[config.mk]
export PLATFORM = sky130hd
export DESIGN_NAME = add_seq_arbiter
export DESIGN_NICKNAME = d
export VERILOG_FILES = /design/src/rtl/add_seq_arbiter.sv
export SDC_FILE = /design/constraint.sdc
export NUM_CORES = 1
export LEC_CHECK = 0
export BUFFER_PORTS_ARGS = -buffer_cell sky130_fd_sc_hd__buf_2
export CAP_MARGIN = 10
export CORE_ASPECT_RATIO = 1.2
export CORE_UTILIZATION = 25
export CTS_BUF_LIST = sky130_fd_sc_hd__clkbuf_8
export CTS_CLUSTER_DIAMETER = 50
export DETAILED_ROUTE_END_ITERATION = 10
export PLACE_DENSITY = 0.49
export SYNTH_ARGS = -nofsm -noshare
export SYNTH_HDL_FRONTEND = slang
export SYNTH_HIERARCHICAL = 1
export SYNTH_SLANG_ARGS = --single-unit
[constraint.sdc]
create_clock -name clk -period 2.4 [get_ports clk]
set_clock_uncertainty 0.15 [all_clocks]
set_input_delay 0 -clock clk [delete_from_list [all_inputs] [get_ports clk]]
set_output_delay 0 -clock clk [all_outputs]
set_load 0.1 [all_outputs]
[src/rtl/add_seq_arbiter.sv]
// Two-requester arbiter feeding a byte-serial add/sub unit (one 8-bit slice per cycle).
// Define ADD_SEQ_ARB_RR_EN for round-robin grant; otherwise req0 has fixed priority.

module add8 #(
   parameter int n = 8
) (
   input  logic [n-1:0] a,
   input  logic [n-1:0] b,
   input  logic         cin,
   output logic [n-1:0] s,
   output logic         cout
);
   assign {cout, s} = {1'b0, a} + {1'b0, b} + {{n{1'b0}}, cin};
endmodule

module add_seq_arbiter #(
   parameter int WORDS = 4
) (
   input  logic                 clk,
   input  logic                 rst,
   input  logic                 req0_valid,
   output logic                 req0_ready,
   input  logic [8*WORDS-1:0]   req0_a,
   input  logic [8*WORDS-1:0]   req0_b,
   input  logic                 req0_sub,
   input  logic                 req1_valid,
   output logic                 req1_ready,
   input  logic [8*WORDS-1:0]   req1_a,
   input  logic [8*WORDS-1:0]   req1_b,
   input  logic                 req1_sub,
   output logic                 resp_valid,
   input  logic                 resp_ready,
   output logic                 resp_id,
   output logic [8*WORDS-1:0]   resp_sum,
   output logic                 resp_cout,
   output logic                 resp_ovf
);
   localparam int W  = 8*WORDS;
   localparam int IW = (WORDS > 1) ? $clog2(WORDS) : 1;
   localparam logic [IW-1:0] LAST = IW'(WORDS-1);

   typedef enum logic [1:0] {IDLE, RUN, DONE} state_t;

   state_t        state, state_nx;
   logic [W-1:0]  op_a, op_b;
   logic [IW-1:0] idx;
   logic          carry;
   logic [7:0]    s;
   logic          co;
   logic          gnt0, gnt1, acc;
   logic [W-1:0]  sel_a, sel_b;
   logic          sel_sub;

   // operands shift down one byte per slice, so the adder always sees bits [7:0]
   add8 #(.n(8)) u_add (
      .a    (op_a[7:0]),
      .b    (op_b[7:0]),
      .cin  (carry),
      .s    (s),
      .cout (co)
   );

`ifdef ADD_SEQ_ARB_RR_EN
   logic last;

   always_ff @(posedge clk) begin
      if (rst)
         last <= 1'b1;
      else if (acc)
         last <= gnt1;
   end

   assign gnt0 = req0_valid & (~req1_valid | last);
`else
   assign gnt0 = req0_valid;
`endif
   assign gnt1 = req1_valid & ~gnt0;

   assign req0_ready = ~rst & (state == IDLE) & gnt0;
   assign req1_ready = ~rst & (state == IDLE) & gnt1;
   assign acc        = req0_ready | req1_ready;
   assign resp_valid = (state == DONE);

   assign sel_a   = gnt0 ? req0_a   : req1_a;
   assign sel_b   = gnt0 ? req0_b   : req1_b;
   assign sel_sub = gnt0 ? req0_sub : req1_sub;

   always_comb begin
      state_nx = state;
      unique case (state)
         IDLE:    if (acc) state_nx = RUN;
         RUN:     if (idx == LAST) state_nx = DONE;
         DONE:    if (resp_ready) state_nx = IDLE;
         default: state_nx = IDLE;
      endcase
   end

   always_ff @(posedge clk) begin
      if (rst) begin
         state     <= IDLE;
         op_a      <= '0;
         op_b      <= '0;
         idx       <= '0;
         carry     <= 1'b0;
         resp_sum  <= '0;
         resp_cout <= 1'b0;
         resp_ovf  <= 1'b0;
         resp_id   <= 1'b0;
      end else begin
         state <= state_nx;
         unique case (state)
            IDLE: begin
               if (acc) begin
                  op_a    <= sel_a;
                  op_b    <= sel_sub ? ~sel_b : sel_b;
                  carry   <= sel_sub;
                  idx     <= '0;
                  resp_id <= gnt1;
               end
            end
            RUN: begin
               op_a  <= op_a >> 8;
               op_b  <= op_b >> 8;
               carry <= co;
               idx   <= idx + 1'b1;
               resp_sum[{idx, 3'b000} +: 8] <= s;
               if (idx == LAST) begin
                  resp_cout <= co;
                  resp_ovf  <= (op_a[7] == op_b[7]) && (s[7] != op_a[7]);
               end
            end
            default: ;
         endcase
      end
   end
endmodule

### Word-level counts from Yosys, hierarchy flattened

Cells that the tools add are included.

| cells by class | value |
|---|---|
| bitwise operators | 8 |
| multiplexer cells | 17 |
| add/sub/neg operators | 4 |
| eq/ne operators | 8 |
| shifts and indexed selects | 2 |
| reductions and logical operators | 7 |

Operators by type and width:

| operator | count |
|---|---|
| $mux 32 | 5 |
| $pmux 32 s2 | 2 |
| $bwmux 32 | 1 |
| $not 32->32 | 1 |
| $shift 8x7->32 const A | 1 |
| $shiftx 8x7->32 | 1 |
| $add 8x8->9 | 1 |
| $add 9x1->9 | 1 |
| $mux 2 | 4 |
| $neg 5->7 | 1 |
| $pmux 2 s3 | 1 |
| $reduce_and 2->1 | 3 |
| $and 1x1->1 | 4 |
| $eq 2x2->1 const B | 2 |
| $ne 2x2->1 const B | 2 |
| $pmux 2 s2 | 1 |
| $reduce_and 3->1 | 1 |
| $add 2x1->2 const B | 1 |
| $eq 2x1->1 const B | 1 |
| $logic_not 2->1 | 1 |
| $mux 1 | 2 |
| $ne 2x1->1 const B | 1 |
| $not 1->1 | 2 |
| $pmux 1 s2 | 1 |
| other kinds (5) | 5 |

| word-level totals | value |
|---|---|
| output and inout port bits | 38 |
| input port bits | 135 |
| register bits after elaboration | 104 |
| word-level logic and storage cells | 55 |

### Logic depth before layout (Yosys ltp)

| depth | value |
|---|---|
| depth after elaboration | 6 |
| depth in mapped cells | 8 |
| gate-level depth less buffers | 8 |

### Cells and area by module

The synthesis kept the hierarchy.

By module, submodules not included:

| module | area each (um2) | times used | cells each | seq. area each (um2) |
|---|---|---|---|---|
| add_seq_arbiter | 5,391.4 | 1 | 558 | 2,082.0 |
| add8 | 331.6 | 1 | 42 | 0.0 |

### Worst setup path after synthesis

Ideal clock, no wire load.

| timing path | value |
|---|---|
| kind | register -> output |
| start | reg state[1] |
| end | out req1_ready |
| path buffers | 2 |
| cell stages (with the launch flop) | 5 |
| arrival time | 3.289 ns |
| required time | 2.250 ns |
| path slack | -1.039 ns |
| cell sequence | dfxtp_1 > or3_1 > buf_2 > clkbuf_1 > nor3b_1 |

| between the ends | value |
|---|---|
| word-level cells in the longest chain between the ends | 3 |

RTL lines:

| item | line | text |
|---|---|---|
| start, declared | 44 | `state_t state, state_nx;` |
| start signal, assigned | 110 | `state <= state_nx;` |
| $logic_not 2->1 | 80 | `assign req1_ready = ~rst & (state == IDLE) & gnt1;` |
| $and 1x1->1 (2 in a row) | 80 |  |
| end, declared | 27 | `output logic req1_ready,` |

No other way between the ends.

### Worst setup path after layout

| timing path | value |
|---|---|
| start | reg op_a[0] |
| end | reg resp_sum[12] |

| between the ends | value |
|---|---|
| word-level cells in the longest chain between the ends | 4 |

RTL lines:

| item | line | text |
|---|---|---|
| start, declared | 45 | `logic [W-1:0] op_a, op_b;` |
| start signal, assigned | 114 | `op_a <= sel_a;` |
| start signal, assigned | 122 | `op_a <= op_a >> 8;` |
| $add 8x8->9 | 13 | `assign {cout, s} = {1'b0, a} + {1'b0, b} + {{n{1'b0}}, cin};` |
| $add 9x1->9 | 13 |  |
| net s[4] | 48 | `logic [7:0] s;` |
| $shiftx 8x7->32 | 126 | `resp_sum[{idx, 3'b000} +: 8] <= s;` |
| $bwmux 32 | 126 |  |
| end signal, assigned by index | 126 |  |
| end, declared | 34 | `output logic [8*WORDS-1:0] resp_sum,` |

The timed path passes the listed nets, and every way through them passes these cells.
A chain may end at the register's enable or synchronous reset.

==> metrics.md <==
| Metric | Value |
|---|---|
| Final std cell area, no fill | 8370 um^2 |
| Worst Hold Path Cells | 4 |
| VDD IR max | 0.227 mV |
| Final Critical Period | 2250 ps |
| Flop pwr share | 43.3% |
| Internal | 3.02 mW |
| Worst-path clk slew | 100 ps |
| CTS Root Cell | clkbuf_8 |
| Status | finished clean |
| Leak | 3.63 nW |
| DR vias/cell | 4.70 |
| R2r endpoint | resp_sum[12] |
| DIE AREA | 23,500 um^2 |
| Crit path cell chain | fa_1 -> fa_2 -> a21oi_2 -> o21bai_1 -> xor2_1 -> buf_4 -> a32oi_1 -> nor2_1 |
| Synth top area cells | dfxtp_1, mux2i_1, xnor2_1, o221a_2, a32oi_1 |
| Top FF cell, synth | dfxtp_1 |
| Post-synthesis sequential area ratio | 36.4% |
| Initial Util | 25.5% |
| Reg2Reg Setup Slack | 150 ps |
| R2r startpoint | op_a[0] |
| Yosys top cell area share | 36.4% |
| Clock buffer depth | 2 |
| Total Wirelength | 17.6 mm |
| Avg Cell Area, Syn | 9.54 um^2 |
| Yosys cell types | 44 |
| Combinational Power Share | 30.0% |
| CP delay by family, top | adder cells |
| Detailed placement HPWL | 12.4 mm |
| Synthesis Warnings | 6 |
| Hold Vio Cnt, Final | 0 |
| Clock buffer count from CTS | 9 |
| Req. time, crit path | 2510 ps |
| Crit path max-delay cell type | fa_1 |
| Area grow syn2layout | 46.2% |
| Crit path launch type | flop |
| Vias | 5,424 |
| Post-DR wirelength/cell | 15.3 um |
| Commonest non-fill, non-tap cell in the layout | buf_2 |
| Largest net degree at the start of global routing | 46 |
| Final ANT Viol Nets | 0 |
| HP Start | req0_b[3] |
| Die width | 140 um |
| Syn nets | 748 |
| Setup CP Type | flop to flop |
| Max Cap Viol | 0 |
| Synth Cell Area | 5720 um^2 |
| First-pass GRT wire length | 27.9 mm |
| Core Util, Final | 37.3% |
| Max Fclk | 445 MHz |
| Num Clock Sinks | 104 |
| Post-Synthesis Cells | 600 |
| CTS tree | done |
| Worst Hold Margin | 3.84 ps |
| Global Route Usage Sum | 15.1% |
| Worst path max stage delay | 470 ps |
| # IOs | 173 |
| DRC Markers | 0 |
| Hold WC Path Type | primary input to flop |
| Reg2reg path depth | 8 |
| Setup_tns | 0 ps |
| Period utilization | 93.7% |
| Chip Height | 168 um |
| RD Place Congestion | 0.805 |
| Row count | 60 |
| Layout Nets | 1,019 |
| Area after DPL | 6950 um^2 |
| TritonRoute pass-1 iters | 4 |
| Sw Ratio | 31.8% |
| Initial antenna violation count | 0 |
| Fraction of registers with async set or reset after synthesis | 0% |
| Layout cells sized above 1 | 29.1% |
| #FFs+latches synth | 104 |
| Grt ovf | 0 |
| Most frequent cells in the layout | buf_2, dlygate4sd3_1, dfxtp_1, mux2i_1, xnor2_1 |
| Worst setup EP type | flop |
| Max Slew Vio Count | 0 |
| Worst Tran Pin Value | 831 ps |
| Data arrival, critical path | 2360 ps |
| Vias in the first global route | 5,342 |
| Clock power share | 26.7% |
| Port Buf Inserts | 172 |
| Postcts setup bufs | 0 |
| Max_slew headroom | 44.4% |
| Buf/Inv on CP | 1 |
| Net Sw Power | 1.41 mW |
| Hold EP | op_b[3] |
| Leading area contributor after synthesis | dfxtp_1 |
| Core box area | 22,400 um^2 |
| Clk Latency, worst-skew pair | 380 ps |
| EDFF count, synth | 0 |
| Starting DRC count in detailed routing | 302 |
| PwrDens | 530 nW/um^2 |
| Setup-failing EPs final | 0 |
| RSZ-0062 raised after global routing | false |
| Max FO, Critical Path | 4 |
| Ant diodes | 0 |
| H-tree Lvls | 3 |
-- final cells by class --
class                           instances  area [um^2]
Inverter                               19         71.3
Tap cell                              279          349
Fill cell                            2264        14100
Clock buffer                           10          138
Multi-Input combinational cell        423         3370
Clock inverter                          6         75.1
Sequential cell                       104         2080
Timing Repair Buffer                  314         2280
-- flip-flops by register name, indices dropped and copies added (netlist names) --
register and cells:
resp_ovf 1, resp_id 1, resp_cout 1, op_b 32, carry 1, resp_sum 32, state 2, idx 2
op_a 32
-- power groups by stage --
stage | clock network, mW | logic, mW | registers, mW
floorplan | 0 | 0.653 | 2.03
global placement | 0 | 1.12 | 1.96
detailed placement | 0 | 1.12 | 1.96
CTS | 1.23 | 1.34 | 1.92
global route | 1.29 | 1.44 | 1.94
finish | 1.18 | 1.33 | 1.92
-- synthesized netlist by cell type, drive strengths merged, types with 19 or more instances --
master,number
a21oi,20
a32oi,24
buf,25
clkbuf,29
dfxtp,104
inv,19
mux2i,73
nand3,19
nor2,34
nor3,23
o21a,25
o221a,24
xnor2,50
-- worst max path at each step --
stage | startpoint | end | cells after the start
6_report | op_a[0] | resp_sum[12] | 8
5_1_grt | op_a[0] | resp_sum[6] | 8
4_1_cts | op_a[0] | resp_sum[22] | 8
3_5_place_dp | op_a[0] | resp_sum[6] | 8
3_3_place_gp | op_a[0] | resp_sum[6] | 8
2_1_floorplan | state[1] | req1_ready | 4
-- worst reg2reg max path: cells and delay by family (launching register included) --
kind,cells,cell delay [ps]
AO/OA/AOI/OAI,3,440
XOR/XNOR,1,140
adder cells (fa/ha/maj),2,850
buffers and inverters,1,160
flip-flops,1,340
AND/OR/NAND/NOR,1,50
-- stage by stage --
| stage | std cells | setup slack (ps) | total power [mW] |
|---|---|---|---|
| 2_1_floorplan | 600 | -63.6 | 2.68 |
| 3_3_place_gp | 1020 | 8.77 | 3.08 |
| 3_5_place_dp | 1020 | -51.6 | 3.08 |
| 4_1_cts | 1155 | 35.5 | 4.49 |
| 5_1_grt | 1155 | 46.4 | 4.67 |
| 6_report | 1155 | 152 | 4.43 |
-- timing repair --
item	4_1_cts	5_1_grt
gates resized for setup	2	2
cloned	0	0
endpoints found under the setup margin	4	8
hold buffers	119	0
endpoints found under the hold margin	65	0
-- layer usage --
metal / global-route usage, % / part of all wire [%] / vias to the layer above
met5: 0 / 0 / -
met4: 5.26 / 1.6 / 0
met3: 1.89 / 2.3 / 18
met2: 27.2 / 51 / 110
met1: 18.3 / 45 / 2527
li1: - / - / 2769
-- logic make-up (layout without fill, tap and decap cells) --
family	count (synthesis)	in the layout	synth area share, %
adder cells (fa/ha/maj)	13	13	3.10
AO/OA/AOI/OAI	155	155	22.0
AND/OR/NAND/NOR	114	114	9.82
XOR/XNOR	68	68	10.4
buffers and inverters	73	349	5.55
flip-flops	104	104	36.4
multiplexers	73	73	12.8
(Power assumes the default switching activity.)
